[src/rtl/clock_pkg.sv]
// Shared BCD limits, field positions and helpers for the HH:MM:SS clock.
package clock_pkg;
    localparam logic [3:0] DIGIT_MAX    = 4'd9;
    localparam logic [3:0] SEC_TENS_MAX = 4'd5;
    localparam logic [3:0] MIN_TENS_MAX = 4'd5;
    localparam logic [7:0] HOUR_MAX     = 8'h23;
    localparam logic [7:0] NOON         = 8'h12;

    localparam int S0_LO = 0;
    localparam int S1_LO = 4;
    localparam int M0_LO = 8;
    localparam int M1_LO = 12;
    localparam int H0_LO = 16;
    localparam int H1_LO = 20;

    // Value a digit takes after one increment with wrap at max.
    function automatic logic [3:0] digit_next(input logic [3:0] q, input logic [3:0] max);
        return (q == max) ? 4'd0 : q + 4'd1;
    endfunction

    // BCD hour pair successor, 23 wraps to 00.
    function automatic logic [7:0] hour_next(input logic [7:0] h);
        logic [7:0] r;
        if (h == HOUR_MAX)
            r = 8'h00;
        else if (h[3:0] == DIGIT_MAX)
            r = {h[7:4] + 4'd1, 4'd0};
        else
            r = {h[7:4], h[3:0] + 4'd1};
        return r;
    endfunction

    function automatic logic bcd_valid_time(input logic [23:0] t);
        logic ok;
        ok = (t[S0_LO +: 4] <= DIGIT_MAX) && (t[S1_LO +: 4] <= SEC_TENS_MAX) &&
             (t[M0_LO +: 4] <= DIGIT_MAX) && (t[M1_LO +: 4] <= MIN_TENS_MAX) &&
             (t[H0_LO +: 4] <= DIGIT_MAX) && (t[H0_LO +: 8] <= HOUR_MAX);
        return ok;
    endfunction
endpackage

[src/rtl/bcd_digit_counter.sv]
// Single BCD digit counting 0..MAX with load and carry-out.
module bcd_digit_counter #(
    parameter logic [3:0] MAX = 4'd9
) (
    input  logic       clk,
    input  logic       rst,
    input  logic       inc,
    input  logic       load,
    input  logic [3:0] load_val,
    output logic [3:0] q,
    output logic       carry
);
    logic [3:0] q_q, q_d;

    always_comb begin
        q_d = q_q;
        if (load)
            q_d = load_val;
        else if (inc)
            q_d = (q_q == MAX) ? 4'd0 : q_q + 4'd1;
    end

    always_ff @(posedge clk) begin
        if (rst) q_q <= 4'd0;
        else     q_q <= q_d;
    end

    assign q     = q_q;
    assign carry = inc & (q_q == MAX);
endmodule

[src/rtl/bcd_rtc_clock.sv]
// BCD real-time clock: prescaled seconds, validated load, alarm, 12/24h display.
module bcd_rtc_clock
    import clock_pkg::*;
#(
    parameter int TICKS_PER_SEC = 50_000_000,
    parameter int PRESCALE_W    = $clog2(TICKS_PER_SEC)
) (
    input  logic        clk,
    input  logic        rst,
    input  logic        enable,
    input  logic        set_en,
    input  logic [23:0] set_time,
    input  logic [23:0] alarm_time,
    input  logic        alarm_en,
    input  logic        mode_12h,
    output logic [23:0] time_out,
    output logic        pm,
    output logic        sec_tick,
    output logic        day_tick,
    output logic        alarm,
    output logic        set_err
);
    localparam logic [PRESCALE_W-1:0] PRESC_LAST = PRESCALE_W'(TICKS_PER_SEC - 1);

    logic [PRESCALE_W-1:0] presc_q, presc_d;
    logic [7:0]            hour_q, hour_d, hour_adv;
    logic                  sec_tick_q, sec_tick_d;
    logic                  day_tick_q, day_tick_d;
    logic                  alarm_q, alarm_d;
    logic                  set_err_q, set_err_d;

    logic        tick, adv, load_ok, load_bad;
    logic [3:0]  s0, s1, m0, m1;
    logic        s0_c, s1_c, m0_c, m1_c;
    logic [23:0] time_cur, time_nxt;
    logic [7:0]  disp_hour;

    assign tick     = enable && (presc_q == PRESC_LAST);
    assign load_ok  = set_en && bcd_valid_time(set_time);
    assign load_bad = set_en && !bcd_valid_time(set_time);
    // A valid load swallows a coincident tick entirely.
    assign adv      = tick && !load_ok;

    bcd_digit_counter #(.MAX(DIGIT_MAX)) u_s0 (
        .clk(clk), .rst(rst), .inc(adv), .load(load_ok),
        .load_val(set_time[S0_LO +: 4]), .q(s0), .carry(s0_c));
    bcd_digit_counter #(.MAX(SEC_TENS_MAX)) u_s1 (
        .clk(clk), .rst(rst), .inc(s0_c), .load(load_ok),
        .load_val(set_time[S1_LO +: 4]), .q(s1), .carry(s1_c));
    bcd_digit_counter #(.MAX(DIGIT_MAX)) u_m0 (
        .clk(clk), .rst(rst), .inc(s1_c), .load(load_ok),
        .load_val(set_time[M0_LO +: 4]), .q(m0), .carry(m0_c));
    bcd_digit_counter #(.MAX(MIN_TENS_MAX)) u_m1 (
        .clk(clk), .rst(rst), .inc(m0_c), .load(load_ok),
        .load_val(set_time[M1_LO +: 4]), .q(m1), .carry(m1_c));

    assign time_cur = {hour_q, m1, m0, s1, s0};
    assign hour_adv = m1_c ? hour_next(hour_q) : hour_q;

    // Mirror of what the counters will hold after this edge, for the alarm compare.
    always_comb begin
        time_nxt = time_cur;
        if (adv) begin
            time_nxt[S0_LO +: 4] = digit_next(s0, DIGIT_MAX);
            if (s0_c) time_nxt[S1_LO +: 4] = digit_next(s1, SEC_TENS_MAX);
            if (s1_c) time_nxt[M0_LO +: 4] = digit_next(m0, DIGIT_MAX);
            if (m0_c) time_nxt[M1_LO +: 4] = digit_next(m1, MIN_TENS_MAX);
            time_nxt[H0_LO +: 8] = hour_adv;
        end
    end

    always_comb begin
        presc_d    = presc_q;
        hour_d     = hour_adv;
        sec_tick_d = adv;
        day_tick_d = adv && (time_cur == 24'h235959);
        alarm_d    = adv && alarm_en && (time_nxt == alarm_time);
        set_err_d  = load_bad;
        if (load_ok) begin
            presc_d = '0;
            hour_d  = set_time[H0_LO +: 8];
        end else if (enable) begin
            presc_d = (presc_q == PRESC_LAST) ? '0 : presc_q + 1'b1;
        end
    end

    always_ff @(posedge clk) begin
        if (rst) begin
            presc_q    <= '0;
            hour_q     <= 8'h00;
            sec_tick_q <= 1'b0;
            day_tick_q <= 1'b0;
            alarm_q    <= 1'b0;
            set_err_q  <= 1'b0;
        end else begin
            presc_q    <= presc_d;
            hour_q     <= hour_d;
            sec_tick_q <= sec_tick_d;
            day_tick_q <= day_tick_d;
            alarm_q    <= alarm_d;
            set_err_q  <= set_err_d;
        end
    end

    // 12h view: 00 -> 12, 13..23 -> 01..11 with BCD borrow handled per tens digit.
    always_comb begin
        disp_hour = hour_q;
        if (mode_12h) begin
            if (hour_q == 8'h00)
                disp_hour = NOON;
            else if (hour_q > NOON) begin
                if (hour_q[7:4] == 4'd1)
                    disp_hour = {4'd0, hour_q[3:0] - 4'd2};
                else if (hour_q[3:0] < 4'd2)
                    disp_hour = {4'd0, hour_q[3:0] + 4'd8};
                else
                    disp_hour = {4'd1, hour_q[3:0] - 4'd2};
            end
        end
    end

    assign time_out = {disp_hour, m1, m0, s1, s0};
    assign pm       = (hour_q >= NOON);
    assign sec_tick = sec_tick_q;
    assign day_tick = day_tick_q;
    assign alarm    = alarm_q;
    assign set_err  = set_err_q;
endmodule

[config.mk]
export PLATFORM = sky130hd
export DESIGN_NAME = bcd_rtc_clock
export DESIGN_NICKNAME = d
export VERILOG_FILES = /design/src/rtl/clock_pkg.sv /design/src/rtl/bcd_digit_counter.sv /design/src/rtl/bcd_rtc_clock.sv
export SDC_FILE = /design/constraint.sdc
export NUM_CORES = 1
export LEC_CHECK = 0
export CAP_MARGIN = 10
export CELL_PAD_IN_SITES_DETAIL_PLACEMENT = 1
export CELL_PAD_IN_SITES_GLOBAL_PLACEMENT = 1
export CORE_ASPECT_RATIO = 0.9
export CORE_MARGIN = 8
export CORE_UTILIZATION = 43
export DETAILED_ROUTE_END_ITERATION = 16
export DONT_BUFFER_PORTS = 1
export PLACE_DENSITY = 0.87
export SYNTH_ARGS = -nofsm -noshare
export SYNTH_HDL_FRONTEND = slang
export SYNTH_HIERARCHICAL = 1
export SYNTH_SLANG_ARGS = --single-unit
export TNS_END_PERCENT = 20
[constraint.sdc]
create_clock -name clk -period 10.3 [get_ports clk]
set_input_delay 1.545 -clock clk [delete_from_list [all_inputs] [get_ports clk]]
set_output_delay 1.545 -clock clk [all_outputs]
set_load 0.05 [all_outputs]
==> impl_metrics.ini <==
[floorplanning]
num_rows = 33
die_w_um = 117
io_pins = 83
die_h_um = 107
die_area_um2 = 12600
start_util_pct = 43.9
core_area_um2 = 9040

[setup_path]
cpLargestDelayFamily = simple AND/OR/NAND/NOR gates
path_depth = 21
cp-end-kind = flip-flop
cp.required_ns = 10.52
crit_end = alarm$_SDFF_PP0_
slowest_delay_ns = 0.79
critPathMaxFanout = 11
crit_path_top_delay_cell = nor3_1
crit_top_cell = nand2_2
cp-startpoint = set_time[17]
ff2ff_path_depth = 21
r2r_end = alarm$_SDFF_PP0_
crit_type = in -> reg
arrival_ns = 7.68
cp_num_buf_inv = 2
r2r_setup_slack_ns = 3.11
critPathLaunchType = input pin
worstPathCellList = o21ai_0 -> nand4_1 -> o2111ai_2 -> inv_1 -> nand2_2 -> nor3_1 -> nand2_2 -> nor4_1 -> buf_4 -> nand2_2 -> nor3_1 -> nand2_2 -> nor4_1 -> nand2_1 -> nor4_1 -> nor2_1 -> o21ai_0 -> o2bb2ai_1 -> o211ai_1 -> or4_1 -> a2111oi_2
r2r-start = presc_q[18]$_SDFFE_PP0P_

[global_route]
track_usage_pct = 20.5
grt_pass1_wl_um = 20300
grt_max_degree = 31
grt_overflow = 0
antenna_found_initial = 0
grt_pass1_vias = 3867

[hold_path]
hold_class = reg -> reg

[timing]
max_slew_margin_pct = 29.6
min_period_over_period_pct = 72.4
rsz0062_at_grt = false
finalSetupTns_ns = 0
tightest_slew_ns = 1.06
hold_viol_final = 0
setup_viol = 0
fmax_mhz = 134
fin_skew_ns = 0.0129
timing.final.crit_period_ns = 7.46
fin_hold_ws_ns = 0.498
final-max-slew-violation-count = 0

[place]
io_buffer_count = 0
dp_hpwl_um = 10000
place_inst = 618
gp_congestion = 0.921

[clocking]
cts_max_level = 2
post_cts_buffers = 0
numCtsBuffers = 5
clkLatencyLatePin_ns = 0.32
clock-root-buffer = clkbuf_8
cts_buffer_depth = 2
tritoncts = built
cts.sinks = 54
ctsHoldBuffers = 0
clk_pin_slew_ns = 0.10
ctsResizeCount = 0

[synth]
synth.distinct_cells = 73
syn_nets = 573
ys_warn_count = 6
syn_inst = 512
yosys_register_bits = 54
avgSynthCellArea_um2 = 7.75
synthArstFlopShare_pct = 0
synth_ff_type = dfxtp_1
syn-cell-area_um2 = 3970
ys_seq_area_share_pct = 27.3
synth_edf_count = 0

[finish]
final_common_cell = nor2_1
drive_gt1_share_pct = 7.54
num-nets-final = 564
num_antenna_cells = 0
syn2layout_area_growth_pct = 4.70
finish.utilization_pct = 45.9
final_cell_mix = nor2_1 (65), dfxtp_1 (54), nand3_1 (31)
layout.cells.non_filler = 626

[run_status]
status = completed

[route]
via_per_inst = 6.19
wl_per_cell_um = 20.5
vias = 3877
routed_wl_um = 12900
first_iter_violations = 204
firstDrtPassIters = 4
drc = 0
postRouteAntennaNets = 0

[power]
p_leak_nw = 1.40
power.density_nw_per_um2 = 88.6
peakVddDrop_mv = 0.0500

[flow_run]
drv_cap = 0
## sequential cells by signal (all words and copies together), names as in the netlist
| register | count |
|---|---|
| set_err | 1 |
| alarm | 1 |
| u_m1/q | 4 |
| u_s0/q | 4 |
| u_m0/q | 4 |
| hour_q | 8 |
| day_tick | 1 |
| sec_tick | 1 |
| presc_q | 26 |
| u_s1/q | 4 |
## where the power goes
part	internal [W]	total [W]	switching [W]
registers	0.000210	0.000213	0.00000294
logic	0.00000936	0.0000239	0.0000146
clock network	0.0000543	0.000131	0.0000768
total	0.000274	0.000368	0.0000943
## cell usage after synthesis, types with 3 or more instances
master / instances / area [um2]
inv_1: 23 / 86.3
a21oi_1: 25 / 125
nor2b_1: 12 / 75.1
nand4b_1: 3 / 26.3
nand3_1: 31 / 155
nor3_1: 14 / 70.1
xor2_1: 21 / 184
nand2_2: 4 / 25.0
or3_1: 9 / 56.3
a221oi_2: 4 / 60.1
and3_1: 9 / 56.3
xnor2_1: 30 / 263
ha_1: 7 / 87.6
a41oi_1: 3 / 26.3
o21ai_0: 28 / 140
buf_2: 3 / 15.0
dfxtp_1: 54 / 1080
nor2_1: 66 / 248
nor4_1: 10 / 62.6
o2111ai_1: 3 / 26.3
o21a_1: 8 / 60.1
nand4_1: 13 / 81.3
a41o_1: 3 / 30.0
clkbuf_1: 13 / 48.8
and2_1: 5 / 31.3
nand2_1: 25 / 93.8
nand2b_1: 7 / 43.8
mux2i_1: 12 / 120
nand3b_1: 5 / 37.5
## cell families (layout without fill, tap and decap cells)
| kind of cell | count (synthesis) | after routing | synth area share (%) |
|---|---|---|---|
| mux | 13 | 13 | 3.31 |
| compound gates | 109 | 109 | 19.7 |
| buf+inv | 45 | 37 | 4.92 |
| simple gates | 233 | 233 | 31.3 |
| xor+xnor | 51 | 51 | 11.3 |
| fa+ha+maj | 7 | 7 | 2.21 |
| flops | 54 | 54 | 27.3 |
## how the worst min path moves through the flow
stage,from,endpoint,slack [ns],depth (start not counted)
after floorplan,presc_q[1]$_SDFFE_PP0P_,presc_q[1]$_SDFFE_PP0P_,0.46,2
after global placement,presc_q[1]$_SDFFE_PP0P_,presc_q[1]$_SDFFE_PP0P_,0.47,2
after detailed placement,presc_q[1]$_SDFFE_PP0P_,presc_q[1]$_SDFFE_PP0P_,0.48,2
after CTS,presc_q[1]$_SDFFE_PP0P_,presc_q[1]$_SDFFE_PP0P_,0.50,2
after global routing,presc_q[1]$_SDFFE_PP0P_,presc_q[1]$_SDFFE_PP0P_,0.54,2
final,presc_q[1]$_SDFFE_PP0P_,presc_q[1]$_SDFFE_PP0P_,0.50,2
## per-layer routing
metal	vias up	GRT usage, %	part of all wire [%]	routed length (um)
met4	0	4.38	1.5	188
met3	16	7.36	11	1360
met2	153	32.2	45	5830
li1	1821	-	-	-
met1	1887	26.2	43	5480
met5	-	0	0	0
## layout make-up
cell class / count / area [um2]
Inverter: 25 / 93.8
Sequential cell: 54 / 1080
Timing Repair Buffer: 4 / 30.0
Clock inverter: 2 / 12.5
Fill cell: 1143 / 4890
Clock buffer: 6 / 82.6
Multi-Input combinational cell: 413 / 2700
Tap cell: 122 / 153
## metrics by stage
stage	setup WS (ns)	total power, W	area (um2)
6_report	2.84	0.000368	4150
5_1_grt	2.32	0.000381	4150
4_1_cts	2.97	0.000372	4150
3_5_place_dp	2.67	0.000241	4060
3_3_place_gp	2.96	0.000240	4060
2_1_floorplan	3.22	0.000237	3970
## worst register-to-register path, cell delays in order (launching register included)
cell	delay [ns]
dfxtp_1	0.36
or4_4	0.55
nor4_4	0.40
o2111ai_2	0.38
inv_1	0.28
nand2_2	0.10
nor3_1	0.79
nand2_2	0.16
nor4_1	0.22
buf_4	0.22
nand2_2	0.08
nor3_1	0.71
nand2_2	0.16
nor4_1	0.68
nand2_1	0.11
nor4_1	0.51
nor2_1	0.14
o21ai_0	0.21
o2bb2ai_1	0.14
o211ai_1	0.11
or4_1	0.55
a2111oi_2	0.23
(Power assumes the default switching activity.)
